==> src/rtl/qspi_fetch_pkg.sv <==
// Shared constants and state encoding for the quad-I/O (0xEB) cache-line fetch engine.
package qspi_fetch_pkg;

  localparam logic [7:0] CMD_QIO_READ = 8'hEB;

  localparam int CMD_CLKS  = 8;
  localparam int ADDR_CLKS = 6;
  localparam int MODE_CLKS = 2;

  // Wide enough for the longest phase (DATA at LW=1024 or a long dummy run)
  localparam int CNT_W = 10;

  typedef enum logic [2:0] {
    S_IDLE,
    S_CMD,
    S_ADDR,
    S_MODE,
    S_DUMMY,
    S_DATA,
    S_CSH
  } state_t;

  function automatic int data_clks(input int lw);
    return lw / 4;
  endfunction

endpackage

==> src/rtl/qspi_line_shreg.sv <==
// Nibble-indexed line capture register: nibble n lands in byte n/2, high half first.
module qspi_line_shreg #(
  parameter int  LW = 256,
  localparam int IW = $clog2(LW / 4)
) (
  input  logic          HCLK,
  input  logic          HRESETn,
  input  logic          we,
  input  logic [IW-1:0] idx,
  input  logic [3:0]    nibble,
  output logic [LW-1:0] line
);

  // Bit offset = 8*(idx/2) + (idx even ? 4 : 0)
  logic [IW+1:0] off;
  assign off = {idx[IW-1:1], ~idx[0], 2'b00};

  always_ff @(posedge HCLK or negedge HRESETn) begin
    if (!HRESETn) begin
      line <= '0;
    end else if (we) begin
      line[off +: 4] <= nibble;
    end
  end

endmodule

==> src/rtl/qspi_line_fetch.sv <==
// Quad-I/O read engine: issues 0xEB + address + mode + dummy, then captures one cache line.
// state  | meaning
// IDLE   | csn high, waiting for start or a pending request
// CMD    | 0xEB on IO0, one bit per sck
// ADDR   | line-aligned 24-bit address, one nibble per sck
// MODE   | mode byte, high nibble first
// DUMMY  | turnaround clocks, all IOs released
// DATA   | capture LW/4 nibbles from di
// CSH    | csn high hold time before the next transaction
module qspi_line_fetch
  import qspi_fetch_pkg::*;
#(
  parameter int         LW        = 256,
  parameter int         DUMMY     = 4,
  parameter int         CSH_CYC   = 2,
  parameter logic [7:0] MODE_BYTE = 8'h00
) (
  input  logic          HCLK,
  input  logic          HRESETn,
  input  logic          start,
  input  logic [23:0]   A,
  output logic [LW-1:0] D,
  output logic          done,
  output logic          busy,
  output logic          csn,
  output logic          sck,
  output logic [3:0]    doe,
  output logic [3:0]    dout,
  input  logic [3:0]    di
);

  localparam int          DCLKS      = data_clks(LW);
  localparam int          IW         = $clog2(DCLKS);
  localparam logic [23:0] ALIGN_MASK = 24'(LW / 8 - 1);

  function automatic state_t next_phase(input state_t s);
    state_t r;
    case (s)
      S_CMD:   r = S_ADDR;
      S_ADDR:  r = S_MODE;
      S_MODE:  r = (DUMMY > 0) ? S_DUMMY : S_DATA;
      default: r = S_DATA;
    endcase
    return r;
  endfunction

  function automatic logic [CNT_W-1:0] phase_last(input state_t s);
    logic [CNT_W-1:0] r;
    case (s)
      S_CMD:   r = CNT_W'(CMD_CLKS - 1);
      S_ADDR:  r = CNT_W'(ADDR_CLKS - 1);
      S_MODE:  r = CNT_W'(MODE_CLKS - 1);
      S_DUMMY: r = CNT_W'(DUMMY - 1);
      default: r = CNT_W'(DCLKS - 1);
    endcase
    return r;
  endfunction

  function automatic logic [3:0] phase_doe(input state_t s);
    logic [3:0] r;
    case (s)
      S_CMD:          r = 4'b0001;
      S_ADDR, S_MODE: r = 4'b1111;
      default:        r = 4'b0000;
    endcase
    return r;
  endfunction

  // Counter runs down, so the remaining-period count doubles as the MSB-first bit/nibble index
  function automatic logic [3:0] tx_nibble(input state_t s, input logic [2:0] c,
                                           input logic [23:0] a);
    logic [3:0] r;
    case (s)
      S_CMD:   r = {3'b000, CMD_QIO_READ[c]};
      S_ADDR:  r = a[{c, 2'b00} +: 4];
      S_MODE:  r = MODE_BYTE[{c[0], 2'b00} +: 4];
      default: r = 4'h0;
    endcase
    return r;
  endfunction

  state_t           state_q, state_n, ph;
  logic [CNT_W-1:0] cnt_q, cnt_n, ph_cnt;
  logic [CNT_W-1:0] csh_q, csh_n;
  logic [23:0]      addr_q, addr_n, pend_addr_q, pend_addr_n;
  logic             pend_q, pend_n;
  logic             sck_n, csn_n, done_n, busy_n;
  logic [3:0]       doe_n, dout_n;
  logic             cap_we;
  logic [IW-1:0]    cap_idx;

  assign cap_idx = IW'(DCLKS - 1) - cnt_q[IW-1:0];

  always_comb begin
    state_n     = state_q;
    cnt_n       = cnt_q;
    csh_n       = csh_q;
    addr_n      = addr_q;
    pend_n      = pend_q;
    pend_addr_n = pend_addr_q;
    sck_n       = sck;
    csn_n       = csn;
    done_n      = 1'b0;
    busy_n      = busy;
    doe_n       = doe;
    dout_n      = dout;
    cap_we      = 1'b0;
    ph          = state_q;
    ph_cnt      = cnt_q;

    if (state_q != S_IDLE && start) begin
      pend_n      = 1'b1;
      pend_addr_n = A & ~ALIGN_MASK;
    end

    case (state_q)
      S_IDLE: begin
        busy_n = 1'b0;
        if (pend_q || start) begin
          // A queued request goes first; a simultaneous new start becomes the next pending one
          addr_n      = pend_q ? pend_addr_q : (A & ~ALIGN_MASK);
          pend_n      = pend_q && start;
          pend_addr_n = A & ~ALIGN_MASK;
          state_n     = S_CMD;
          cnt_n       = phase_last(S_CMD);
          csn_n       = 1'b0;
          sck_n       = 1'b0;
          busy_n      = 1'b1;
          doe_n       = phase_doe(S_CMD);
          dout_n      = {3'b000, CMD_QIO_READ[7]};
        end
      end

      S_CMD, S_ADDR, S_MODE, S_DUMMY, S_DATA: begin
        if (!sck) begin
          sck_n = 1'b1;
        end else begin
          sck_n  = 1'b0;
          cap_we = (state_q == S_DATA);
          if (cnt_q != '0) begin
            ph_cnt = cnt_q - 1'b1;
          end else if (state_q != S_DATA) begin
            ph     = next_phase(state_q);
            ph_cnt = phase_last(ph);
          end
          if (state_q == S_DATA && cnt_q == '0) begin
            state_n = S_CSH;
            csh_n   = CNT_W'(CSH_CYC - 1);
            csn_n   = 1'b1;
            doe_n   = 4'b0000;
            dout_n  = 4'h0;
            done_n  = 1'b1;
          end else begin
            state_n = ph;
            cnt_n   = ph_cnt;
            doe_n   = phase_doe(ph);
            dout_n  = tx_nibble(ph, ph_cnt[2:0], addr_q);
          end
        end
      end

      S_CSH: begin
        if (csh_q == '0) begin
          state_n = S_IDLE;
          busy_n  = pend_q || start;
        end else begin
          csh_n = csh_q - 1'b1;
        end
      end

      default: state_n = S_IDLE;
    endcase
  end

  always_ff @(posedge HCLK or negedge HRESETn) begin
    if (!HRESETn) begin
      state_q     <= S_IDLE;
      cnt_q       <= '0;
      csh_q       <= '0;
      addr_q      <= '0;
      pend_q      <= 1'b0;
      pend_addr_q <= '0;
      sck         <= 1'b0;
      csn         <= 1'b1;
      done        <= 1'b0;
      busy        <= 1'b0;
      doe         <= 4'b0000;
      dout        <= 4'h0;
    end else begin
      state_q     <= state_n;
      cnt_q       <= cnt_n;
      csh_q       <= csh_n;
      addr_q      <= addr_n;
      pend_q      <= pend_n;
      pend_addr_q <= pend_addr_n;
      sck         <= sck_n;
      csn         <= csn_n;
      done        <= done_n;
      busy        <= busy_n;
      doe         <= doe_n;
      dout        <= dout_n;
    end
  end

  qspi_line_shreg #(.LW(LW)) u_shreg (
    .HCLK   (HCLK),
    .HRESETn(HRESETn),
    .we     (cap_we),
    .idx    (cap_idx),
    .nibble (di),
    .line   (D)
  );

endmodule

==> config.mk <==
export PLATFORM = sky130hd
export DESIGN_NAME = qspi_line_fetch
export DESIGN_NICKNAME = d
export VERILOG_FILES = /design/src/rtl/qspi_fetch_pkg.sv /design/src/rtl/qspi_line_shreg.sv /design/src/rtl/qspi_line_fetch.sv
export SDC_FILE = /design/constraint.sdc
export NUM_CORES = 1
export LEC_CHECK = 0
export ABC_AREA = 1
export CAP_MARGIN = 10
export CORE_MARGIN = 4
export CORE_UTILIZATION = 45
export DETAILED_ROUTE_END_ITERATION = 8
export PLACE_DENSITY = 0.68
export SKIP_CTS_REPAIR_TIMING = 1
export SYNTH_ARGS = -nofsm -noshare
export SYNTH_HDL_FRONTEND = slang
export SYNTH_HIERARCHICAL = 1
export SYNTH_SLANG_ARGS = --single-unit
==> constraint.sdc <==
create_clock -name HCLK -period 2.9 [get_ports HCLK]
set_clock_uncertainty 0.1 [all_clocks]
set_input_delay 0.725 -clock HCLK [delete_from_list [all_inputs] [get_ports HCLK]]
set_output_delay 0.725 -clock HCLK [all_outputs]
set_load 0.01 [all_outputs]
==> results.py <==
metrics = {
    "timing": {
        "final.setup.worst_slack_ps": 279.8,
        "post-route-period-util_pct": 90.35,
        "setup-violations-final": 0,
        "final_count_of_hold_timing_violations": 0,
        "clock.fmax_mhz": 381.6,
        "unrepaired_setup_endpoints_after_global_routing": "false",
        "whs_ps": 30.84,
        "slew-limit-headroom_pct": 60.79,
        "worst-slew-pin-transition_ps": 587.5,
        "totalNegativeSetupSlack_ps": 0,
        "finalMaxSlewViolations": 0,
        "post-route-min-period_ps": 2620,
    },
    "clock_tree": {
        "htree_levels": 2,
        "cts_num_sinks": 338,
        "cts_max_path_buffers": 3,
        "tritoncts_clock_tree": "done",
        "clock-root-buffer": "clkbuf_16",
        "clock_insertion_delay_at_the_later_pin_of_the_skew_report_ps": 520,
        "cts-buffers-inserted": 38,
        "clk_pin_slew_worst_paths_ps": 60,
    },
    "synthesis": {
        "post_synth_inst_count": 1766,
        "average_footprint_of_a_synthesized_cell_um2": 8.513,
        "synth.top_cells.by_count": "634 x nand2_1, 337 x dfrtp_1, 133 x o21ai_0, 128 x nor2_1, 121 x inv_1",
        "yosys_register_bits": 338,
        "synth.most_common_cell": "nand2_1",
        "synth-edff-count": 0,
        "ys_dominant_reg_cell": "dfrtp_1",
        "syn-cell-area_um2": 15030,
        "yosys_warnings": 6,
        "synth_area_leaders": "dfrtp_1 56%, nand2_1 16%, o21ai_0 4.4%",
        "synth_top_cell_by_area": "dfrtp_1",
        "postSynth.asyncResetShare_pct": 100.0,
        "distinct_cells_synth": 40,
        "synth_top_area_share_pct": 56.10,
        "yosysSeqAreaShare_pct": 56.27,
        "synth.net_count": 1803,
    },
    "grt": {
        "grt_util_all_layers_pct": 24.34,
        "largest_net_degree_at_the_start_of_global_routing": 52,
        "global_route_wire_length_before_repair_um": 71220,
        "globalRouteOverflowTotal": 0,
        "antenna_found_initial": 1,
        "first_global_vias": 12925,
    },
    "routing": {
        "drt-total-wl_um": 44550,
        "remaining_drc_errors": 0,
        "routed_via_density": 5.197,
        "drt.antenna.violating_nets": 0,
        "drt-initial-drc-count": 940,
        "dr_total_vias": 13288,
        "first_pass_iters": 5,
        "post_drt_wl_per_cell_um": 17.42,
    },
    "placement": {
        "place_ws_ps": -34.83,
        "io_buffer_count": 293,
        "hpwl_um": 32640,
        "gp_routability_congestion": 0.8781,
        "dpl.cell_count": 2485,
    },
    "floorplan": {
        "io_pins": 299,
        "die-area_um2": 36400,
        "core_region_area_um2": 32780,
        "std_cell_rows": 66,
        "dieHeight_um": 190.8,
        "floorplan.initialDensity_pct": 45.86,
        "fp.dieW_um": 190.8,
    },
    "power": {
        "ir_worst_vdd_mv": 0.4140,
        "p_comb_share_pct": 21.2,
        "pwr_density_cell_nw_per_um2": 643.0,
        "sw_frac_of_total_pct": 30.70,
        "cell_internal_pwr_mw": 8.921,
        "power.clock.fraction_pct": 38.9,
        "sequentialPowerShare_pct": 40.0,
        "power.net_switching_mw": 3.952,
        "report.power.total_mw": 12.87,
        "total_leakage_power_nw": 9.166,
    },
    "flow_run": {
        "max-cap-violations": 0,
    },
    "finish": {
        "drive_above_1_share_pct": 9.035,
        "finish.net_count": 2122,
        "final.fill_count": 2864,
        "synthToLayoutAreaGrowth_pct": 33.17,
        "finish.cell_count_without_fillers": 2557,
    },
    "min_path": {
        "timing.hold.worst.class": "input pin to async pin",
    },
    "critical_path": {
        "crit_required_ps": 3210,
        "critical_path.max_fanout": 19,
        "cp-end-kind": "register",
        "crit_arrival_ps": 2930,
        "crit_type": "register to register",
        "start_kind": "register",
        "worstRegToRegCells": 12,
    },
    "status": {
        "status": "finished clean",
    },
}
cell usage in the layout (no fill, tap or decap), drive strengths merged:
cell type and count:
nand2 659, o211ai 16, xnor2 2, o21a 16, dfrtp 337, o22ai 5, dfstp 1, nand3b 2
or2 1, ha 6, nor4 1, a31oi 1, clkdlybuf4s50 292, a22oi 2, nor3 13, xor2 2
inv 132, a21oi 41, nand4 46, clkinvlp 1, bufinv 4, buf 41, clkbuf 57, o21ai 175
nor3b 2, clkinv 8, nand3 98, nor2 153, diode 1
flip-flops by register name (all words and copies together) (netlist names):
signal and count:
addr_q 24, csh_q 10, csn 1, doe 2, pend_addr_q 24, busy 1
state_q 3, cnt_q 10, sck 1, pend_q 1, done 1, dout 4
u_shreg/line 256
path summary, 6_finish.rpt:
path | startpoint | slack (ps) | endpoint
min | HRESETn | 30 | u_shreg/line[101]
max reg2reg | cnt_q[0] | 280 | u_shreg/line[128]
min in group HCLK | u_shreg/line[34] | 370 | u_shreg/line[34]
max | cnt_q[0] | 280 | u_shreg/line[128]
max in group asynchronous | HRESETn | 1930 | u_shreg/line[129]
min reg2reg | u_shreg/line[34] | 370 | u_shreg/line[34]
final cells by class:
| cell class | count | area, um^2 | area share [%] |
|---|---|---|---|
| Clock inverter | 12 | 162.7 | 0.8125 |
| Antenna cell | 1 | 2.502 | 0.01250 |
| Multi-Input combinational cell | 1241 | 5828 | 29.11 |
| Inverter | 133 | 509.2 | 2.544 |
| Clock buffer | 57 | 1166 | 5.825 |
| Timing Repair Buffer | 333 | 3338 | 16.67 |
| Tap cell | 442 | 553.0 | 2.762 |
| Sequential cell | 338 | 8459 | 42.26 |
metrics by stage:
stage | instance area [um^2] | util (%)
after floorplan | 15030 | -
after global placement | 18620 | 56.80
after detailed placement | 18620 | 56.80
after CTS | 19950 | 60.86
after global routing | 20020 | 61.06
final | 20020 | 61.06
cell families (layout without fill, tap and decap cells):
family / after synthesis / count (layout) / share of synthesized area, %
buffers and inverters: 187 / 535 / 5.227
other: 0 / 1 / 0
flip-flops: 338 / 338 / 56.27
adder cells (fa/ha/maj): 6 / 6 / 0.4994
AND/OR/NAND/NOR: 975 / 975 / 28.43
XOR/XNOR: 4 / 4 / 0.2830
AO/OA/AOI/OAI: 256 / 256 / 9.289
critical path, cell delays in order (launching register included):
cell and delay (ps):
dfrtp_1 400, inv_1 140, buf_4 230, nand2_1 90
nor2_2 120, nand2_1 120, nand2_4 110, buf_4 280
inv_4 170, nor2_1 390, nand2_1 190, nand2_1 110
nand2_1 50
power by group through the flow:
stage	clock, mW	combinational [mW]	sequential [mW]
after floorplan	0	1.85	5.18
after global placement	0	2.64	5.22
after detailed placement	0	2.70	5.23
after CTS	5.11	2.72	5.15
after global routing	5.31	3.04	5.18
final	5.00	2.72	5.15
per-layer routing:
layer	GRT usage, %	routed length, um	vias to the layer above
li1	-	-	6352
met1	33.99	19400	6392
met2	39.13	20430	479
met3	5.035	3578	65
met4	6.436	1144	0
met5	0	0	-
No activity file was read; power rests on OpenSTA's default activity.
